`src/rtl/gcd_pkg.sv`:
```
// gcd_pkg: FSM state encoding and default operand width shared by the GCD engine
package gcd_pkg;
  typedef enum logic [1:0] {GCD_IDLE, GCD_CALC, GCD_DONE} gcd_state_t;
  localparam int GCD_WIDTH = 16;
endpackage

```
`src/rtl/gcd_sub_cmp.sv`:
```
// gcd_sub_cmp: operand compare flags and larger-minus-smaller difference
module gcd_sub_cmp
  import gcd_pkg::*;
#(
  parameter int WIDTH = GCD_WIDTH
) (
  input  logic [WIDTH-1:0] a_i,
  input  logic [WIDTH-1:0] b_i,
  output logic             a_gt_b_o,
  output logic             a_eq_b_o,
  output logic             a_zero_o,
  output logic             b_zero_o,
  output logic [WIDTH-1:0] diff_o
);
  assign a_gt_b_o = a_i > b_i;
  assign a_eq_b_o = a_i == b_i;
  assign a_zero_o = a_i == '0;
  assign b_zero_o = b_i == '0;
  assign diff_o   = a_gt_b_o ? a_i - b_i : b_i - a_i;
endmodule

```
`src/rtl/gcd_engine.sv`:
```
// gcd_engine: subtractive GCD over valid/ready; define GCD_ITER_COUNT_EN for the saturating out_iter step counter
module gcd_engine
  import gcd_pkg::*;
#(
  parameter int WIDTH = GCD_WIDTH
`ifdef GCD_ITER_COUNT_EN
  , parameter int CNT_W = 16
`endif
) (
  input  logic             clk,
  input  logic             rst_n,
  input  logic             in_valid,
  output logic             in_ready,
  input  logic [WIDTH-1:0] in_a,
  input  logic [WIDTH-1:0] in_b,
  output logic             out_valid,
  input  logic             out_ready,
  output logic [WIDTH-1:0] out_gcd
`ifdef GCD_ITER_COUNT_EN
  , output logic [CNT_W-1:0] out_iter
`endif
);
  gcd_state_t       state_q, state_d;
  logic [WIDTH-1:0] a_q, a_d, b_q, b_d, diff;
  logic             a_gt_b, a_eq_b, a_zero, b_zero, finish;
  gcd_sub_cmp #(.WIDTH(WIDTH)) u_cmp (
    .a_i      (a_q),
    .b_i      (b_q),
    .a_gt_b_o (a_gt_b),
    .a_eq_b_o (a_eq_b),
    .a_zero_o (a_zero),
    .b_zero_o (b_zero),
    .diff_o   (diff)
  );
  assign finish  = b_zero | a_zero | a_eq_b;
  assign out_gcd = a_q;
  always_comb begin
    state_d = state_q;
    a_d     = a_q;
    b_d     = b_q;
    case (state_q)
      GCD_IDLE: begin
        state_d = in_valid && in_ready ? GCD_CALC : GCD_IDLE;
        a_d     = in_valid && in_ready ? in_a : a_q;
        b_d     = in_valid && in_ready ? in_b : b_q;
      end
      GCD_CALC: begin
        state_d = finish ? GCD_DONE : GCD_CALC;
        a_d     = finish ? (a_zero ? b_q : a_q) : (a_gt_b ? diff : a_q);
        b_d     = finish || a_gt_b ? b_q : diff;
      end
      GCD_DONE: state_d = out_ready ? GCD_IDLE : GCD_DONE;
      default:  state_d = GCD_IDLE;
    endcase
  end
  always_ff @(posedge clk) begin
    if (!rst_n) begin
      state_q   <= GCD_IDLE;
      a_q       <= '0;
      b_q       <= '0;
      in_ready  <= 1'b1;
      out_valid <= 1'b0;
    end else begin
      state_q   <= state_d;
      a_q       <= a_d;
      b_q       <= b_d;
      in_ready  <= state_d == GCD_IDLE;
      out_valid <= state_d == GCD_DONE;
    end
  end
`ifdef GCD_ITER_COUNT_EN
  logic [CNT_W-1:0] iter_q, iter_d;
  assign out_iter = iter_q;
  always_comb begin
    iter_d = iter_q;
    if (state_q == GCD_IDLE && in_valid && in_ready)
      iter_d = '0;
    else if (state_q == GCD_CALC && !finish)
      iter_d = &iter_q ? iter_q : iter_q + 1'b1;
  end
  always_ff @(posedge clk) begin
    if (!rst_n) iter_q <= '0;
    else        iter_q <= iter_d;
  end
`endif
endmodule

```
`config.mk`:
```
export PLATFORM = sky130hd
export DESIGN_NAME = gcd_engine
export DESIGN_NICKNAME = d
export VERILOG_FILES = /design/src/rtl/gcd_pkg.sv /design/src/rtl/gcd_sub_cmp.sv /design/src/rtl/gcd_engine.sv
export SDC_FILE = /design/constraint.sdc
export NUM_CORES = 1
export LEC_CHECK = 0
export CAP_MARGIN = 0
export CORE_ASPECT_RATIO = 1.75
export CORE_UTILIZATION = 45
export CTS_CLUSTER_SIZE = 25
export DETAILED_ROUTE_END_ITERATION = 12
export GPL_TIMING_DRIVEN = 0
export PLACE_DENSITY = 0.68
export SYNTH_ARGS = -nofsm -noshare
export SYNTH_HDL_FRONTEND = slang
export SYNTH_SLANG_ARGS = --single-unit
```
`constraint.sdc`:
```
create_clock -name clk -period 3.2 [get_ports clk]
set_input_delay 0.48 -clock clk [delete_from_list [all_inputs] [get_ports clk]]
set_output_delay 0.48 -clock clk [all_outputs]
set_load 0.02 [all_outputs]
```
==> impl_results.md, run 1 <==
- DR pass1 iterations: 5
- Via count: 4628
- Max_slew headroom: 54.57%
- CORE AREA: roughly 8400 um^2
- GRT Util Overall: 35.93%
- Seq/Total Area, Yosys: between 15 and 20%
- Crit Path Max Fanout: 10
- Worst min path class: reg -> reg
- Max-Cap Viols: 0
- Max frequency: roughly 0.32 GHz
- Final nets: ~660
- Syn Inst Count: about 520
- First-pass GRT wire length: about 24000 um
- Async set or reset register ratio after synthesis: 0%
- Clk sink count: 36
- Crit-path cells: inv_1, ha_1, fa_1, nor2b_2, o31a_1, o211ai_2, nand2_2, buf_6, mux2i_1, xor2_1, o21ai_0, a31oi_1
- Die Wd: slightly above 70 um
- Die height: approximately 130 um
- Synth cell types: 73
- Final Max Slew Viols: 0
- Clock root cell: clkbuf_16
- I/O Buffers: 53
- Ys Warns: 0
- Mean Syn Cell Area: around 7.5 um^2
- Unrepaired setup endpoints after global routing: no
- Antenna Nets Post-Route: 0
- CP Capture Type: register
- Grt total ovfl: 0
- Ranking of synthesized cells by area: dfxtp_1 (18%), ha_1 (9.8%), a21oi_1 (6.7%)
- Synth-to-Final Area Change: 22.76%
- Die area: a little over 9000 um^2
- Routed wire length: 16100 um
- DRT iter0 DRCs: 381
- Final Setup Violations: 0
- Diodes inserted: 0
- Synth top cells by count: a21oi_1 (53), o21ai_0 (43), inv_1 (40)
- Vias in the first global route: approximately 4500
- Max stage delay cell, worst path: fa_1
- Min cycle time layout: a little over 3000 ps
- Total CTS buffers: 5
- H-tree depth: 2
- FF+latch count, synth: 36
- DR WL/cell: between 20 and 25 um
- DP HPWL: about 12000 um
- Worst-path clk slew: 60 ps
- CP arrival: around 3300 ps
- Ratio of final minimum period to clock period: 96.89%
- Layout cell share with drive strength beyond 1: a little under an eighth
- CP Data Required Time: 3360 ps
- I/O pin cnt: 54
- Routed vias/inst: ~6.6
- DR DRC count: 0
- Initial antenna violation count: 0
- Initial Util: a little under half
- Placement row count: between 40 and 50
- Crit start category: register
- Longest Clk Path Bufs: 2
- Fin. Hold Viols: 0
- Post-synth top area share: 18.29%
- CTS tree: built
- Finished Cell Area: between 4000 and 5000 um^2
- Status: finished, final reports clean
- Clock Skews: slightly above 7 ps
- CP Class: reg -> reg
- Post-synth EDFFs: 0
- Syn nets: approximately 600
- Synth Flop Type: dfxtp_1
- Post-DP Area: 4616 um^2
- Largest stage delay, worst path: around 470 ps
- Worst-Margin Slew: 681.5 ps
- Worst-Skew Late Latency: approximately 290 ps
- Pin count of the biggest net entering global routing: 12
- RD Place Congestion: between 1 and 1.5
- Mapped Area: slightly below 4000 um^2
- Count leader, synth: a21oi_1
- Yosys top cell by area: dfxtp_1
final timing paths:
path,start,to,slack (ps),cells after the start
worst min register to register,b_q[15],b_q[15],510,2
worst max-delay path,out_gcd[0],out_gcd[7],100,12
worst min-delay path,b_q[15],b_q[15],510,2
worst max register to register,out_gcd[0],out_gcd[7],100,12
placed cells by master, fill, tap and decap left out, types with 5 or more instances in the layout:
master | netlist | routed
buf_4 | 5 | 10
o21ai_1 | 10 | 10
nand2_1 | 38 | 38
nand2b_1 | 6 | 6
nand3_1 | 15 | 14
ha_1 | 31 | 31
clkdlybuf4s50_1 | 0 | 53
nor3_1 | 12 | 12
nor2_1 | 25 | 25
nand4_1 | 11 | 11
mux2i_1 | 16 | 16
clkbuf_1 | 11 | 12
buf_6 | 6 | 6
a31oi_1 | 15 | 15
o21bai_1 | 8 | 8
buf_2 | 12 | 10
inv_1 | 40 | 40
nor4_1 | 10 | 10
nor2b_1 | 7 | 6
clkbuf_16 | 0 | 5
o21ai_0 | 43 | 43
a21o_1 | 7 | 7
o211ai_1 | 19 | 19
a21oi_1 | 53 | 53
o31a_1 | 5 | 5
dfxtp_1 | 36 | 36
metal layers:
metal / track usage (%) / vias to the layer above / part of all wire (%)
li1: - / 2071 / -
met1: 37.49 / 2199 / 36
met2: 60.14 / 261 / 48
met3: 5.200 / 97 / 5.9
met4: 32.87 / 0 / 10
met5: 0 / - / 0
state kept, by name, summed over array words and instances (netlist names):
signal	cells
out_gcd	16
in_ready	1
state_q	2
out_valid	1
b_q	16
cell families after synthesis:
family                   after synthesis  share of synthesized area, %
buffers and inverters                 75                         9.143
XOR/XNOR                               8                         1.778
flip-flops                            36                         18.29
multiplexers                          18                         4.635
AND/OR/NAND/NOR                      145                         19.46
AO/OA/AOI/OAI                        209                         35.84
adder cells (fa/ha/maj)               33                         10.86
cell type report:
cell class                      count  area, um^2
Tap cell                          115       143.9
Buffer                             35       215.2
Timing Repair Buffer               58       580.6
Sequential cell                    36       720.7
Multi-Input combinational cell    413        2878
Inverter                           40       150.1
Clock inverter                      1       7.507
Clock buffer                        7       142.6
Fill cell                         830        3530
what timing repair did:
action,in CTS,in global routing
pin swaps,2,0
setup endpoints to repair,17,23
setup buffers,5,0
endpoints found under the hold margin,0,0
hold buffers,0,0
resized for setup,1,6
stage by stage:
stage | setup TNS (ps) | util, % | hold slack (ps) | instances | worst slack [ps]
4_1_cts | 0 | 57.58 | 499.1 | 705 | 0.3257
3_5_place_dp | -752.5 | 55.16 | 490.7 | 692 | -116.8
3_3_place_gp | -436.5 | 55.16 | 480.1 | 692 | -81.67
5_1_grt | 0 | 57.82 | 532.8 | 705 | 5.996
2_1_floorplan | 0 | - | 463.6 | 524 | 426.1
6_report | 0 | 57.82 | 506.4 | 705 | 99.43
worst max-delay path: cells and delay by family, from the launching register on:
family / cells / cell delay [ps]
xor+xnor: 1 / 110
compound gates: 4 / 750
flops: 1 / 430
simple gates: 2 / 400
fa+ha+maj: 2 / 700
mux: 1 / 290
buf+inv: 2 / 280
Power of run 1 is left out: the tool's default activity adds up to more than one toggle a clock period on the data nets, which glitch-free logic cannot reach.
==> inputs of run 2 (changes only) <==
- CORE_UTILIZATION: 45 -> 35
- GPL_ROUTABILITY_DRIVEN: not set -> 0
- PLACE_DENSITY: 0.68 -> not set
==> run 2 against run 1 <==
Critical path depth unchanged. Register-to-register slack improved by 30 ps. Hold slack improved by 25 ps. Clock skew shrank 0.77 ps. Sequential share of layout area fell by 0.17 points. First-iteration DRC count decreased by 7.3%. Largest cell class unchanged.
==> impl_results.md, run 2 (synthesized netlist as in run 1, its figures left out) <==
- DRT iter0 DRCs: 353 (-7.3%)
- H-tree depth: 2 (unchanged)
- CP Data Required Time: 3360 ps (about the same)
- Final setup margin: 128.3 ps (+28.86 ps)
- Synth-to-Final Area Change: 24.60%
- Worst min path class: reg -> reg
- DR WL/cell: 22.16 um (-2.9%)
- Min cycle time layout: 3072 ps (-28.86 ps)
- Max_slew headroom: 46.34% (-8.2 points)
- Worst-Skew Late Latency: 290 ps (about the same)
- Crit start category: register
- CTS tree: built
- Unrepaired setup endpoints after global routing: no
- CP Class: reg -> reg
- Commonest non-fill, non-tap cell in the layout: clkdlybuf4s50_1
- Die height: 142.4 um (+13%)
- Status: finished, final reports clean
- Final nets: 660 (+0.30%)
- DR pass1 iterations: 6 (+1)
- Crit Path Max Fanout: 10 (unchanged)
- CP Capture Type: register
- Clock root cell: clkbuf_16
- Die Wd: 82.22 um (+13%)
- Fill cell count: 1112 (+34%)
- Vias in the first global route: 4395 (-3.4%)
- Max-Cap Viols: 0 (unchanged)
- I/O pin cnt: 54 (unchanged)
- Diodes inserted: 0 (unchanged)
- Clock Skews: 6.469 ps (-0.7657 ps)
- CORE AREA: 10820 um^2 (+29%)
- DP HPWL: 12280 um (-1.5%)
- Longest Clk Path Bufs: 2 (unchanged)
- Setup TNS Final: 0 ps (unchanged)
- Initial antenna violation count: 0 (unchanged)
- Dpl cells: 707 (+2.2%)
- Routed vias/inst: 6.195 (-5.6%)
- GRT Util Overall: 28.37% (-7.6 points)
- Die area: 11710 um^2 (+28%)
- Post-layout util: 45.38% (-12 points)
- CP arrival: 3230 ps (-30 ps)
- Ratio of final minimum period to clock period: 95.99% (-0.90 points)
- Initial Util: 36.42% (-11 points)
- Grt total ovfl: 0 (unchanged)
- Max frequency: 0.3256 GHz (+0.94%)
- Pin count of the biggest net entering global routing: 12 (unchanged)
- Most frequent cells in the layout: clkdlybuf4s50_1 (53), a21oi_1 (52), o21ai_0 (42)
- I/O Buffers: 53 (unchanged)
- Register-to-Register Setup Slack: 130 ps (+30 ps)
- Worst-Margin Slew: 804.9 ps (+123.4 ps)
- Via count: 4473 (-3.3%)
- Routed wire length: 16000 um (-0.61%)
- Non-Filler Instances: 722 (+2.4%)
- First-pass GRT wire length: 24170 um (-0.40%)
- Placement row count: 50 (+14%)
- Layout cell share with drive strength beyond 1: 12.33% (+0.98 points)
- DR DRC count: 0 (unchanged)
- Worst-path clk slew: 60 ps (about the same)
- Place WS: -22.36 ps (+94.47 ps)
- Final Setup Violations: 0 (unchanged)
- Fin. Hold Viols: 0 (unchanged)
- Final Max Slew Viols: 0 (unchanged)
- Antenna Nets Post-Route: 0 (unchanged)
- Total CTS buffers: 5 (unchanged)
- Post-CTS Hold Buffers: 0 (unchanged)
- Clk sink count: 36 (unchanged)
-- run 2: changes by cell type in the layout (fill, tap and decap cells not counted), sizes merged --
cell | previous run | this run
buf | 28 | 31
clkbuf | 19 | 17
clkinvlp | 1 | 0
clkinv | 0 | 1
bufinv | 0 | 1
-- run 2: per-stage QoR --
step	instance area [um^2]	hold slack [ps]
2_1_floorplan	3941	463.6
3_3_place_gp	4634	478.5
3_5_place_dp	4634	495.7
4_1_cts	4801	500.8
5_1_grt	4911	531.3
6_report	4911	531.7
-- run 2: path summary, 6_finish.rpt --
check,startpoint,endpoint,cells past startpoint
max,out_gcd[0],out_gcd[5],12
max reg2reg,out_gcd[0],out_gcd[5],12
min reg2reg,b_q[15],b_q[15],2
min,b_q[15],b_q[15],2
-- run 2: metal layers --
| metal | vias up | routed length (um) | GRT usage [%] |
|---|---|---|---|
| met4 | 0 | 1399 | 21.98 |
| met5 | - | 0 | 0 |
| met2 | 252 | 7916 | 47.98 |
| met3 | 85 | 1064 | 4.359 |
| met1 | 2063 | 5623 | 30.42 |
| li1 | 2073 | - | - |
-- run 2: critical path, cell delays in order (launching register included) --
cell and delay (ps):
dfxtp_1 420, inv_1 70, ha_1 230, fa_1 450
nor2b_1 270, o31a_1 220, o211ai_2 150, nand2_2 190
buf_6 210, mux2i_1 290, xnor2_1 110, o21ai_0 220
a31oi_1 110
-- run 2: cell type report --
type	instances	area [um^2]	area share [%]
multi-input cells	413	2900	59.06
flip-flops and latches	36	723.2	14.73
repair buffers	60	595.6	12.13
plain buffers	35	215.2	4.382
well taps	130	162.7	3.312
inverters	40	150.1	3.057
clock buffers	6	128.9	2.624
clock inverters	2	35.03	0.7134
-- run 2: repair_timing --
| action | in CTS | in global routing |
|---|---|---|
| resized for setup | 1 | 13 |
| pin swaps | 0 | 2 |
| setup endpoints to repair | 6 | 29 |
| setup buffers | 0 | 7 |
Power of run 2 is left out for the same reason.
